### src/rtl/ahb_switch_slave_port_if.sv
// AHB-Lite bus between one switch slave port and its downstream slave.
// The switch drives the address phase through the master modport.
interface ahb_switch_slave_port_if #(
  parameter int HADDR_SIZE = 32,
  parameter int HDATA_SIZE = 32
);
  logic                  slv_HSEL;
  logic [HADDR_SIZE-1:0] slv_HADDR;
  logic [HDATA_SIZE-1:0] slv_HWDATA;
  logic                  slv_HWRITE;
  logic [2:0]            slv_HSIZE;
  logic [2:0]            slv_HBURST;
  logic [3:0]            slv_HPROT;
  logic [1:0]            slv_HTRANS;
  logic                  slv_HMASTLOCK;
  logic                  slv_HREADY;
  logic [HDATA_SIZE-1:0] slv_HRDATA;
  logic                  slv_HREADYOUT;
  logic                  slv_HRESP;

  modport master (
    output slv_HSEL, slv_HADDR, slv_HWDATA, slv_HWRITE, slv_HSIZE, slv_HBURST,
           slv_HPROT, slv_HTRANS, slv_HMASTLOCK, slv_HREADY,
    input  slv_HRDATA, slv_HREADYOUT, slv_HRESP
  );

  modport slave (
    input  slv_HSEL, slv_HADDR, slv_HWDATA, slv_HWRITE, slv_HSIZE, slv_HBURST,
           slv_HPROT, slv_HTRANS, slv_HMASTLOCK, slv_HREADY,
    output slv_HRDATA, slv_HREADYOUT, slv_HRESP
  );
endinterface

### src/rtl/ahb_switch_slave_port.sv
// Slave-port stage of an AHB3-Lite multi-layer switch: priority/round-robin
// arbitration among master ports, address-phase mux and data-phase response routing.
module ahb_switch_slave_port #(
  parameter int HADDR_SIZE = 32,
  parameter int HDATA_SIZE = 32,
  parameter int MASTERS    = 3
) (
  input  logic                  HCLK,
  input  logic                  HRESET,
  input  logic [2:0]            mstpriority     [MASTERS],
  input  logic [MASTERS-1:0]    mstHSEL,
  input  logic [HADDR_SIZE-1:0] mstHADDR        [MASTERS],
  input  logic [HDATA_SIZE-1:0] mstHWDATA       [MASTERS],
  input  logic [MASTERS-1:0]    mstHWRITE,
  input  logic [2:0]            mstHSIZE        [MASTERS],
  input  logic [2:0]            mstHBURST       [MASTERS],
  input  logic [3:0]            mstHPROT        [MASTERS],
  input  logic [1:0]            mstHTRANS       [MASTERS],
  input  logic [MASTERS-1:0]    mstHMASTLOCK,
  input  logic [1:0]            mstHTRANS4sw    [MASTERS],
  input  logic [MASTERS-1:0]    mstHMASTLOCK4sw,
  input  logic [MASTERS-1:0]    can_switch,
  output logic [MASTERS-1:0]    master_granted,
  output logic [HDATA_SIZE-1:0] mstHRDATA,
  output logic [MASTERS-1:0]    mstHREADYOUT,
  output logic [MASTERS-1:0]    mstHRESP,
  ahb_switch_slave_port_if.master slv_bus
);

  localparam int IDX_W = (MASTERS > 1) ? $clog2(MASTERS) : 1;
  localparam logic [1:0] HTRANS_IDLE = 2'b00;

  logic [IDX_W-1:0] gnt_idx;
  logic             gnt_vld;
  logic [IDX_W-1:0] rr_ptr;
  logic [IDX_W-1:0] dp_idx;
  logic             dp_vld;

  logic [IDX_W-1:0] winner;
  logic [IDX_W-1:0] cand;
  logic [2:0]       best_pri;
  logic             any_req;
  logic             hsel;
  logic [1:0]       htrans;
  logic             hready;
  logic             unused_trans4sw;

  function automatic logic [MASTERS-1:0] onehot(input logic [IDX_W-1:0] idx);
    logic [MASTERS-1:0] vec;
    vec      = '0;
    vec[idx] = 1'b1;
    return vec;
  endfunction

  // Priority arbitration; scanning from rr_ptr+1 with a strict compare gives ties to the RR successor
  always_comb begin
    winner   = '0;
    cand     = '0;
    best_pri = 3'd0;
    any_req  = 1'b0;
    for (int k = 1; k <= MASTERS; k++) begin
      cand = IDX_W'((int'(rr_ptr) + k) % MASTERS);
      if (mstHSEL[cand] && (!any_req || (mstpriority[cand] > best_pri))) begin
        any_req  = 1'b1;
        winner   = cand;
        best_pri = mstpriority[cand];
      end else begin
        any_req  = any_req;
      end
    end
  end

  // Raw switch-control transfer type is decided upstream and folded into can_switch
  always_comb begin
    unused_trans4sw = 1'b0;
    for (int i = 0; i < MASTERS; i++) begin
      unused_trans4sw = unused_trans4sw ^ (^mstHTRANS4sw[i]);
    end
  end

  // Address-phase select, transfer type and bus ready
  always_comb begin
    hsel   = gnt_vld & mstHSEL[gnt_idx];
    htrans = hsel ? mstHTRANS[gnt_idx] : HTRANS_IDLE;
    hready = dp_vld ? slv_bus.slv_HREADYOUT : 1'b1;
  end

  // Grant ownership, round-robin pointer and data-phase owner tracking
  always_ff @(posedge HCLK) begin
    if (HRESET) begin
      gnt_idx        <= '0;
      gnt_vld        <= 1'b0;
      rr_ptr         <= IDX_W'(MASTERS - 1);
      dp_idx         <= '0;
      dp_vld         <= 1'b0;
      master_granted <= '0;
    end else if (hready) begin
      if (!gnt_vld) begin
        if (any_req) begin
          gnt_idx        <= winner;
          gnt_vld        <= 1'b1;
          rr_ptr         <= winner;
          master_granted <= onehot(winner);
        end else begin
          gnt_vld        <= 1'b0;
        end
      end else if (can_switch[gnt_idx] && !mstHMASTLOCK4sw[gnt_idx]) begin
        if (any_req) begin
          gnt_idx        <= winner;
          rr_ptr         <= winner;
          master_granted <= onehot(winner);
        end else begin
          gnt_vld        <= 1'b0;
          master_granted <= '0;
        end
      end else begin
        gnt_vld        <= gnt_vld;
      end
      dp_idx <= gnt_idx;
      dp_vld <= hsel && (htrans != HTRANS_IDLE);
    end else begin
      dp_vld <= dp_vld;
    end
  end

  assign slv_bus.slv_HSEL      = hsel;
  assign slv_bus.slv_HTRANS    = htrans;
  assign slv_bus.slv_HREADY    = hready;
  assign slv_bus.slv_HADDR     = mstHADDR[gnt_idx];
  assign slv_bus.slv_HWRITE    = mstHWRITE[gnt_idx];
  assign slv_bus.slv_HSIZE     = mstHSIZE[gnt_idx];
  assign slv_bus.slv_HBURST    = mstHBURST[gnt_idx];
  assign slv_bus.slv_HPROT     = mstHPROT[gnt_idx];
  assign slv_bus.slv_HMASTLOCK = mstHMASTLOCK[gnt_idx];
  assign slv_bus.slv_HWDATA    = mstHWDATA[dp_idx];
  assign mstHRDATA             = slv_bus.slv_HRDATA;

  // Only the data-phase owner sees the slave's ready and response
  always_comb begin
    for (int m = 0; m < MASTERS; m++) begin
      if (dp_vld && (dp_idx == IDX_W'(m))) begin
        mstHREADYOUT[m] = slv_bus.slv_HREADYOUT;
        mstHRESP[m]     = slv_bus.slv_HRESP;
      end else begin
        mstHREADYOUT[m] = 1'b1;
        mstHRESP[m]     = 1'b0;
      end
    end
  end

endmodule

### src/flat_wrapper.sv
// flat-port wrapper written by rule: the top's interface ports become plain ports
module ahb_switch_slave_port_flat 
#(
  parameter int HADDR_SIZE = 32,
  parameter int HDATA_SIZE = 32,
  parameter int MASTERS    = 3
)
  (HCLK, HRESET, mstpriority, mstHSEL, mstHADDR, mstHWDATA, mstHWRITE, mstHSIZE, mstHBURST, mstHPROT, mstHTRANS, mstHMASTLOCK, mstHTRANS4sw, mstHMASTLOCK4sw, can_switch, master_granted, mstHRDATA, mstHREADYOUT, mstHRESP, slv_bus_slv_HSEL, slv_bus_slv_HADDR, slv_bus_slv_HWDATA, slv_bus_slv_HWRITE, slv_bus_slv_HSIZE, slv_bus_slv_HBURST, slv_bus_slv_HPROT, slv_bus_slv_HTRANS, slv_bus_slv_HMASTLOCK, slv_bus_slv_HREADY, slv_bus_slv_HRDATA, slv_bus_slv_HREADYOUT, slv_bus_slv_HRESP);
  ahb_switch_slave_port_if #(.HADDR_SIZE(HADDR_SIZE), .HDATA_SIZE(HDATA_SIZE)) slv_bus_i ();
  input  logic HCLK;
  input  logic HRESET;
  input  logic [2:0] mstpriority[MASTERS];
  input  logic [MASTERS-1:0] mstHSEL;
  input  logic [HADDR_SIZE-1:0] mstHADDR[MASTERS];
  input  logic [HDATA_SIZE-1:0] mstHWDATA[MASTERS];
  input  logic [MASTERS-1:0] mstHWRITE;
  input  logic [2:0] mstHSIZE[MASTERS];
  input  logic [2:0] mstHBURST[MASTERS];
  input  logic [3:0] mstHPROT[MASTERS];
  input  logic [1:0] mstHTRANS[MASTERS];
  input  logic [MASTERS-1:0] mstHMASTLOCK;
  input  logic [1:0] mstHTRANS4sw[MASTERS];
  input  logic [MASTERS-1:0] mstHMASTLOCK4sw;
  input  logic [MASTERS-1:0] can_switch;
  output logic [MASTERS-1:0] master_granted;
  output logic [HDATA_SIZE-1:0] mstHRDATA;
  output logic [MASTERS-1:0] mstHREADYOUT;
  output logic [MASTERS-1:0] mstHRESP;
  output wire logic [$bits(slv_bus_i.slv_HSEL)-1:0] slv_bus_slv_HSEL;
  output wire logic [$bits(slv_bus_i.slv_HADDR)-1:0] slv_bus_slv_HADDR;
  output wire logic [$bits(slv_bus_i.slv_HWDATA)-1:0] slv_bus_slv_HWDATA;
  output wire logic [$bits(slv_bus_i.slv_HWRITE)-1:0] slv_bus_slv_HWRITE;
  output wire logic [$bits(slv_bus_i.slv_HSIZE)-1:0] slv_bus_slv_HSIZE;
  output wire logic [$bits(slv_bus_i.slv_HBURST)-1:0] slv_bus_slv_HBURST;
  output wire logic [$bits(slv_bus_i.slv_HPROT)-1:0] slv_bus_slv_HPROT;
  output wire logic [$bits(slv_bus_i.slv_HTRANS)-1:0] slv_bus_slv_HTRANS;
  output wire logic [$bits(slv_bus_i.slv_HMASTLOCK)-1:0] slv_bus_slv_HMASTLOCK;
  output wire logic [$bits(slv_bus_i.slv_HREADY)-1:0] slv_bus_slv_HREADY;
  input wire logic [$bits(slv_bus_i.slv_HRDATA)-1:0] slv_bus_slv_HRDATA;
  input wire logic [$bits(slv_bus_i.slv_HREADYOUT)-1:0] slv_bus_slv_HREADYOUT;
  input wire logic [$bits(slv_bus_i.slv_HRESP)-1:0] slv_bus_slv_HRESP;
  assign slv_bus_slv_HSEL = slv_bus_i.slv_HSEL;
  assign slv_bus_slv_HADDR = slv_bus_i.slv_HADDR;
  assign slv_bus_slv_HWDATA = slv_bus_i.slv_HWDATA;
  assign slv_bus_slv_HWRITE = slv_bus_i.slv_HWRITE;
  assign slv_bus_slv_HSIZE = slv_bus_i.slv_HSIZE;
  assign slv_bus_slv_HBURST = slv_bus_i.slv_HBURST;
  assign slv_bus_slv_HPROT = slv_bus_i.slv_HPROT;
  assign slv_bus_slv_HTRANS = slv_bus_i.slv_HTRANS;
  assign slv_bus_slv_HMASTLOCK = slv_bus_i.slv_HMASTLOCK;
  assign slv_bus_slv_HREADY = slv_bus_i.slv_HREADY;
  assign slv_bus_i.slv_HRDATA = slv_bus_slv_HRDATA;
  assign slv_bus_i.slv_HREADYOUT = slv_bus_slv_HREADYOUT;
  assign slv_bus_i.slv_HRESP = slv_bus_slv_HRESP;
  ahb_switch_slave_port #(.HADDR_SIZE(HADDR_SIZE), .HDATA_SIZE(HDATA_SIZE), .MASTERS(MASTERS)) u_core (.HCLK(HCLK), .HRESET(HRESET), .mstpriority(mstpriority), .mstHSEL(mstHSEL), .mstHADDR(mstHADDR), .mstHWDATA(mstHWDATA), .mstHWRITE(mstHWRITE), .mstHSIZE(mstHSIZE), .mstHBURST(mstHBURST), .mstHPROT(mstHPROT), .mstHTRANS(mstHTRANS), .mstHMASTLOCK(mstHMASTLOCK), .mstHTRANS4sw(mstHTRANS4sw), .mstHMASTLOCK4sw(mstHMASTLOCK4sw), .can_switch(can_switch), .master_granted(master_granted), .mstHRDATA(mstHRDATA), .mstHREADYOUT(mstHREADYOUT), .mstHRESP(mstHRESP), .slv_bus(slv_bus_i));
endmodule
### config.mk
export PLATFORM = sky130hd
export DESIGN_NAME = ahb_switch_slave_port_flat
export DESIGN_NICKNAME = d
export VERILOG_FILES = /design/src/rtl/ahb_switch_slave_port_if.sv /design/src/rtl/ahb_switch_slave_port.sv /design/src/flat_wrapper.sv
export SDC_FILE = /design/constraint.sdc
export NUM_CORES = 1
export LEC_CHECK = 0
export BUFFER_PORTS_ARGS = -buffer_cell sky130_fd_sc_hd__buf_2
export CORE_AREA = 4 4 161 163
export DETAILED_ROUTE_END_ITERATION = 8
export DIE_AREA = 0 0 165 167
export MAX_ROUTING_LAYER = met4
export PLACE_DENSITY = 0.36
export SLEW_MARGIN = 20
export SYNTH_ARGS = -nofsm -noshare
export SYNTH_HDL_FRONTEND = slang
export SYNTH_SLANG_ARGS = --single-unit
### constraint.sdc
create_clock -name HCLK -period 5 [get_ports HCLK]
set_input_delay 1.5 -clock HCLK [delete_from_list [all_inputs] [get_ports HCLK]]
set_output_delay 1.5 -clock HCLK [all_outputs]
set_load 0.03 [all_outputs]
==> impl_metrics.json, run 1 <==
{
  "power.static_leakage_uw": 0.00227,
  "max_slew_headroom_at_the_worst_pin_pct": 36.9,
  "dpl-instance-area_mm2": 0.00478,
  "crit_path_cell_trace": "buf_2, mux2i_1, o2bb2ai_2, o21ai_1, ha_1, nand3_1, o21ai_0, o21ai_2, a21oi_1, a31oi_1, ha_1, nor2b_1, o21ai_0, a32oi_1, o21ai_1, mux2_4, o41ai_1",
  "irDropWorstVdd_uv": 221,
  "clk_buf_depth": 2,
  "via_count": 4157,
  "ios": 415,
  "syn_to_final_growth_pct": 67.1,
  "power.switching_uw": 1250,
  "detail_route.drc_violations": 0,
  "outcome": "completed",
  "timing.fmax_mhz": 218,
  "post_place_setup_slack_ns": 0.160,
  "syn_avg_cell_area_um2": 6.52,
  "share_clk_of_total_power_pct": 7.3,
  "yosys.cell_types.count": 43,
  "cts.sink_count": 10,
  "critical_path.max_stage_delay_ns": 0.34,
  "grt_max_degree": 47,
  "tritoncts": "yes",
  "fin_nets": 1049,
  "setup-violations-final": 0,
  "vertical_extent_of_the_die_um": 167,
  "tritoncts.num_buffers": 3,
  "route.detailed.wl_per_inst_um": 15.6,
  "place_hpwl_um": 14000,
  "synth_seq_area_share_pct": 6.86,
  "start_kind": "primary input",
  "timing_worst_setup_path_type": "primary input to register",
  "timing.critical_path.slowest_stage_cell": "sky130_fd_sc_hd__mux2_4",
  "hold_buf_count_cts": 0,
  "critical_path_endpoint_category": "register",
  "fin_area_mm2": 0.00488,
  "clock-skew-final_ns": 0.00131,
  "finalNonFillerCells": 1069,
  "cts-root-buf": "sky130_fd_sc_hd__clkbuf_16",
  "cp_num_buf_inv": 1,
  "core_area_mm2": 0.0243,
  "finalMaxSlewViolations": 0,
  "antenna-diode-count": 0,
  "worst_ep_arrival_time_ns": 4.73,
  "synth-seq-cells": 10,
  "placed_cells": 1063,
  "synth_edf_count": 0,
  "syn-instance-count": 448,
  "grt.overflow.total": 0,
  "maximum_level_of_the_cts_h_tree": 1,
  "numPortBuffers": 344,
  "mostFrequentLayoutCell": "sky130_fd_sc_hd__buf_2",
  "avgViaCountPerCell": 3.89,
  "grt_first_pass_wirelength_um": 23600,
  "place.gp.congestion": 0.833,
  "most_frequently_used_flop_master_after_synthesis": "sky130_fd_sc_hd__dfxtp_1",
  "synthesis.nets": 751,
  "drt_first_iter_violations": 169,
  "setup_slack_ns": 0.407,
  "post-route-period-util_pct": 91.9,
  "num_rows": 57,
  "finalWirelength_um": 16700,
  "post_route_cells_drive_above_1_share_pct": 50.7,
  "timing.max_cap.violations": 0,
  "worst_slew_pin_slew_ns": 0.947,
  "synthArstFlopShare_pct": 0,
  "grt_antenna_before_repair": 1,
  "fin_hold_ws_ns": 0.454,
  "part_of_the_power_in_combinational_logic_pct": 84.4,
  "floorplan.die_area_mm2": 0.0276,
  "switching_share_pct": 57.7,
  "syn-cell-area_mm2": 0.00292,
  "first_global_vias": 4087,
  "hold_class": "register to register",
  "worst-endpoint-required_ns": 5.13,
  "final-hold-violation-count": 0,
  "worst_path_dominant_cell_family": "compound AO/OA/AOI/OAI gates",
  "die_span_x_um": 165,
  "crit_path_max_fanout": 6,
  "tns_ns": 0,
  "path_clk_slew_ns": 0.04,
  "final_cell_mix": "344 x sky130_fd_sc_hd__buf_2, 95 x sky130_fd_sc_hd__nand2_1, 85 x sky130_fd_sc_hd__mux2i_1, 81 x sky130_fd_sc_hd__o21ai_0, 18 x sky130_fd_sc_hd__a21oi_1",
  "yosys_warnings": 0,
  "detailedRoute.firstPassIterationCount": 4,
  "total_global_route_track_usage_pct": 11.2,
  "share_of_power_burned_in_registers_pct": 8.4,
  "final_antenna_net_count": 0,
  "insertion_delay_ns": 0.23,
  "initial_core_util_pct": 12.0,
  "cell_internal_pwr_uw": 919,
  "finalCriticalPeriod_ns": 4.59,
  "power_density_over_cell_area_mw_per_mm2": 445
}
==> worst reg2reg max path: cells and delay by family (launching register included) <==
family          cells  cell delay [ns]
flops               1             0.39
fa+ha+maj           3             1.18
compound gates     10             1.72
buf+inv             1             0.06
simple gates        3             0.49
mux                 1             0.34
==> registers in the layout (all words and copies together), names as in the netlist <==
signal                 count
u_core.dp_idx              2
u_core.dp_vld              1
u_core.gnt_idx             2
u_core.gnt_vld             1
u_core.master_granted      3
u_core.rr_ptr              1
==> cell type report <==
type / instances / area, µm²
fillers: 2853 / 19400
multi-input cells: 364 / 2320
repair buffers: 359 / 1830
well taps: 324 / 405
flip-flops and latches: 10 / 206
clock buffers: 4 / 88.8
inverters: 8 / 30.0
==> power groups by stage <==
stage | Combinational, µW | Sequential, µW | Clock, µW
2_1_floorplan | 1310 | 136 | 0
3_3_place_gp | 1830 | 188 | 0
3_5_place_dp | 1820 | 187 | 0
4_1_cts | 1830 | 186 | 162
5_1_grt | 2010 | 190 | 166
6_report | 1830 | 182 | 157
==> metal layers <==
layer	GRT usage, %	wire length [µm]	vias to the layer above
li1	-	-	2129
met1	12.6	6610	1850
met2	21.3	8910	172
met3	1.33	1130	6
met4	1.30	60	0
met5	-	0	-
==> cell families (layout without fill, tap and decap cells) <==
family	count (synthesis)	count (layout)	synth area share, %
and+or+nand+nor	142	142	20.8
adders and majority gates	9	9	3.86
DFF	10	10	6.86
buffers and inverters	74	371	14.2
muxes	86	86	29.6
AOI/OAI and AO/OA	127	127	24.6
==> path summary, 6_finish.rpt <==
check | cells after the start | slack (ns) | from | end
setup / recovery | 17 | 0.41 | mstHSEL[2] | u_core.master_granted[0]$_SDFFE_PP0P_
hold / removal | 2 | 0.45 | u_core.master_granted[2]$_SDFFE_PP0P_ | u_core.master_granted[2]$_SDFFE_PP0P_
setup reg to reg | 18 | 0.72 | u_core.rr_ptr[1]$_SDFFE_PP1P_ | u_core.master_granted[0]$_SDFFE_PP0P_
hold reg to reg | 2 | 0.45 | u_core.master_granted[2]$_SDFFE_PP0P_ | u_core.master_granted[2]$_SDFFE_PP0P_
==> what timing repair did <==
item | 4_1_cts | 5_1_grt
buffers inserted | 0 | 2
gates resized for setup | 0 | 0
setup endpoints to repair | 0 | 1
endpoints found under the hold margin | 0 | 0
==> stage by stage <==
step / power (µW) / util [%]
floorplan: 1440 / -
global placement: 2020 / 19.6
detailed placement: 2010 / 19.6
CTS: 2180 / 20.0
global route: 2370 / 20.1
finish: 2170 / 20.1
==> Yosys cell counts (4+ instances only) <==
library cell | instances | area, µm²
sky130_fd_sc_hd__nand2_1 | 95 | 357
sky130_fd_sc_hd__mux2i_1 | 85 | 851
sky130_fd_sc_hd__o21ai_0 | 81 | 405
sky130_fd_sc_hd__buf_4 | 32 | 240
sky130_fd_sc_hd__clkbuf_1 | 20 | 75.1
sky130_fd_sc_hd__a21oi_1 | 18 | 90.1
sky130_fd_sc_hd__nor2_1 | 18 | 67.6
sky130_fd_sc_hd__dfxtp_1 | 10 | 200
sky130_fd_sc_hd__ha_1 | 9 | 113
sky130_fd_sc_hd__nor2b_1 | 8 | 50.1
sky130_fd_sc_hd__o21ai_1 | 8 | 40.0
sky130_fd_sc_hd__buf_2 | 7 | 35.0
sky130_fd_sc_hd__inv_1 | 7 | 26.3
sky130_fd_sc_hd__buf_1 | 6 | 22.5
sky130_fd_sc_hd__and2_1 | 5 | 31.3
sky130_fd_sc_hd__nor3_1 | 4 | 20.0
No activity file was read; power rests on OpenSTA's default activity.
==> run 2: changes to the inputs <==
--- a/config.mk
+++ b/config.mk
@@ -11,7 +11,6 @@
 export DIE_AREA = 0 0 165 167
 export MAX_ROUTING_LAYER = met4
 export PLACE_DENSITY = 0.36
-export SLEW_MARGIN = 20
 export SYNTH_ARGS = -nofsm -noshare
 export SYNTH_HDL_FRONTEND = slang
 export SYNTH_SLANG_ARGS = --single-unit
==> constraint.sdc (replaced) <==
create_clock -name HCLK -period 5 [get_ports HCLK]
set_input_delay 0.25 -clock HCLK [delete_from_list [all_inputs] [get_ports HCLK]]
set_output_delay 0.25 -clock HCLK [all_outputs]
set_load 0.03 [all_outputs]
==> impl_metrics.json, run 2 (synthesis results as in run 1) <==
{
  "grt_first_pass_wirelength_um": 23400,
  "insertion_delay_ns": 0.24,
  "detailedRoute.firstPassIterationCount": 4,
  "detail_route.drc_violations": 0,
  "syn_to_final_growth_pct": 65.9,
  "ios": 415,
  "regToRegStartpoint": "u_core.rr_ptr[1]$_SDFFE_PP1P_",
  "floorplan.die_area_mm2": 0.0276,
  "cts-root-buf": "sky130_fd_sc_hd__clkbuf_16",
  "finalCriticalPeriod_ns": 4.33,
  "cp_num_buf_inv": 2,
  "num_rows": 57,
  "numPortBuffers": 344,
  "route.top_layer_used": "met4",
  "hold_path_end": "u_core.gnt_idx[1]$_SDFFE_PP0P_",
  "cts.sink_count": 10,
  "maximum_level_of_the_cts_h_tree": 1,
  "tritoncts": "yes",
  "start_kind": "register",
  "grt_antenna_before_repair": 0,
  "fin_nets": 1044,
  "timing.critical_path.slowest_stage_cell": "sky130_fd_sc_hd__dfxtp_1",
  "power_density_over_cell_area_mw_per_mm2": 431,
  "vertical_extent_of_the_die_um": 167,
  "clock-skew-final_ns": 0.00229,
  "clk_buf_depth": 2,
  "setup_slack_ns": 0.667,
  "crit_path_max_fanout": 12,
  "final_cell_mix": "344 x sky130_fd_sc_hd__buf_2, 95 x sky130_fd_sc_hd__nand2_1, 85 x sky130_fd_sc_hd__mux2i_1, 81 x sky130_fd_sc_hd__o21ai_0, 18 x sky130_fd_sc_hd__a21oi_1",
  "hold_class": "primary input to register",
  "worst_min_path_start": "HRESET",
  "finalWirelength_um": 16700,
  "outcome": "completed",
  "cts-resized-gates": 0,
  "reg_top3": "u_core.master_granted (3), u_core.dp_idx (2), u_core.gnt_idx (2)",
  "met1Wirelength_um": 6610,
  "first_global_vias": 4001,
  "place_hpwl_um": 13800,
  "post-route-period-util_pct": 86.7,
  "post_route_cells_drive_above_1_share_pct": 50.4,
  "route.detailed.wl_per_inst_um": 15.7,
  "final_antenna_net_count": 0,
  "largest_reg_flops": 3,
  "total_global_route_track_usage_pct": 11.1,
  "dr_wl_met3_um": 1250,
  "initial_core_util_pct": 12.0,
  "r2r.worst_path.cells": 19,
  "grt_setup_unrepaired": "no",
  "met2_wirelength_um": 8720,
  "post_place_setup_slack_ns": 0.714,
  "irDropWorstVdd_uv": 140,
  "tritoncts.num_buffers": 3,
  "most_flops_register": "u_core.master_granted",
  "final-hold-violation-count": 0,
  "final_util_pct": 19.9,
  "hold_buf_count_cts": 0,
  "setup-violations-final": 0,
  "timing.max_cap.violations": 0,
  "crit_path_cell_trace": "inv_1, ha_1, buf_4, and2b_4, o2bb2ai_2, o21ai_1, ha_1, nand3_1, o21ai_0, o21ai_2, a21oi_1, a31oi_1, ha_1, nor2b_1, o21ai_0, a32oi_1, o21ai_1, mux2_4, o41ai_1",
  "finalMaxSlewViolations": 0,
  "worst_hold_path.num_cells": 2,
  "grt.overflow.total": 0,
  "grt_max_degree": 51,
  "tns_ns": 0,
  "timing.reg2reg.setup_slack_ns": 0.67,
  "r2r_end": "u_core.master_granted[0]$_SDFFE_PP0P_",
  "timing.fmax_mhz": 231,
  "fin_hold_ws_ns": 0.326,
  "avgViaCountPerCell": 3.91,
  "via_count": 4159,
  "cts.repair_timing.setup_buffer_count": 0,
  "path_common_cell": "sky130_fd_sc_hd__ha_1",
  "power.static_leakage_uw": 0.00225,
  "die_span_x_um": 165,
  "antenna-diode-count": 0,
  "worst-endpoint-required_ns": 5.13,
  "timing_worst_setup_path_type": "register to register",
  "core_area_mm2": 0.0243,
  "worst_slew_pin_slew_ns": 0.672,
  "drt_first_iter_violations": 124,
  "worst_path_dominant_cell_family": "compound AO/OA/AOI/OAI gates",
  "place.gp.congestion": 0.803,
  "mostFrequentLayoutCell": "sky130_fd_sc_hd__buf_2",
  "path_clk_slew_ns": 0.04,
  "critical_path.max_stage_delay_ns": 0.37,
  "critical_path_endpoint_category": "register",
  "max_slew_headroom_at_the_worst_pin_pct": 55.2,
  "fillcell_total": 2847,
  "worst_ep_arrival_time_ns": 4.46,
  "post-layout-total-power_uw": 2090
}
==> run 2: changes by cell type in the layout (fill, tap and decap cells not counted) <==
cell,delta
sky130_fd_sc_hd__buf_4,-5
==> run 2: cell type report <==
| cell class | instances | area (µm²) | share of cell area, % |
|---|---|---|---|
| well taps | 324 | 405 | 8.37 |
| inverters | 8 | 30.0 | 0.620 |
| clock buffers | 4 | 88.8 | 1.83 |
| multi-input cells | 364 | 2320 | 47.8 |
| flip-flops and latches | 10 | 206 | 4.26 |
| repair buffers | 354 | 1800 | 37.1 |
==> run 2: report_power, final <==
group / switching [µW] / internal (µW) / total, µW
logic: 1160 / 617 / 1770
registers: 48.6 / 107 / 155
clock network: 38.1 / 120 / 158
total: 1240 / 844 / 2090
==> run 2: metrics by stage <==
step	std cells	area, µm²
6_report	1064	4840
5_1_grt	1064	4840
4_1_cts	1064	4840
3_5_place_dp	1060	4750
3_3_place_gp	1060	4750
2_1_floorplan	448	2920
==> run 2: worst max path at each step <==
stage | from | endpoint | slack [ns] | cells after the start
global placement | u_core.rr_ptr[1]$_SDFFE_PP1P_ | u_core.master_granted[0]$_SDFFE_PP0P_ | 0.75 | 19
floorplan | u_core.rr_ptr[1]$_SDFFE_PP1P_ | u_core.master_granted[0]$_SDFFE_PP0P_ | 1.16 | 19
finish | u_core.rr_ptr[1]$_SDFFE_PP1P_ | u_core.master_granted[0]$_SDFFE_PP0P_ | 0.67 | 19
detailed placement | u_core.rr_ptr[1]$_SDFFE_PP1P_ | u_core.master_granted[0]$_SDFFE_PP0P_ | 0.71 | 19
CTS | u_core.rr_ptr[1]$_SDFFE_PP1P_ | u_core.master_granted[0]$_SDFFE_PP0P_ | 0.67 | 19
global route | u_core.rr_ptr[1]$_SDFFE_PP1P_ | u_core.master_granted[0]$_SDFFE_PP0P_ | 0.37 | 19
==> run 2: layer usage <==
layer / track usage (%) / up-vias
li1: - / 2116
met1: 12.8 / 1856
met2: 20.7 / 179
met3: 1.33 / 8
met4: 1.48 / 0
met5: - / -
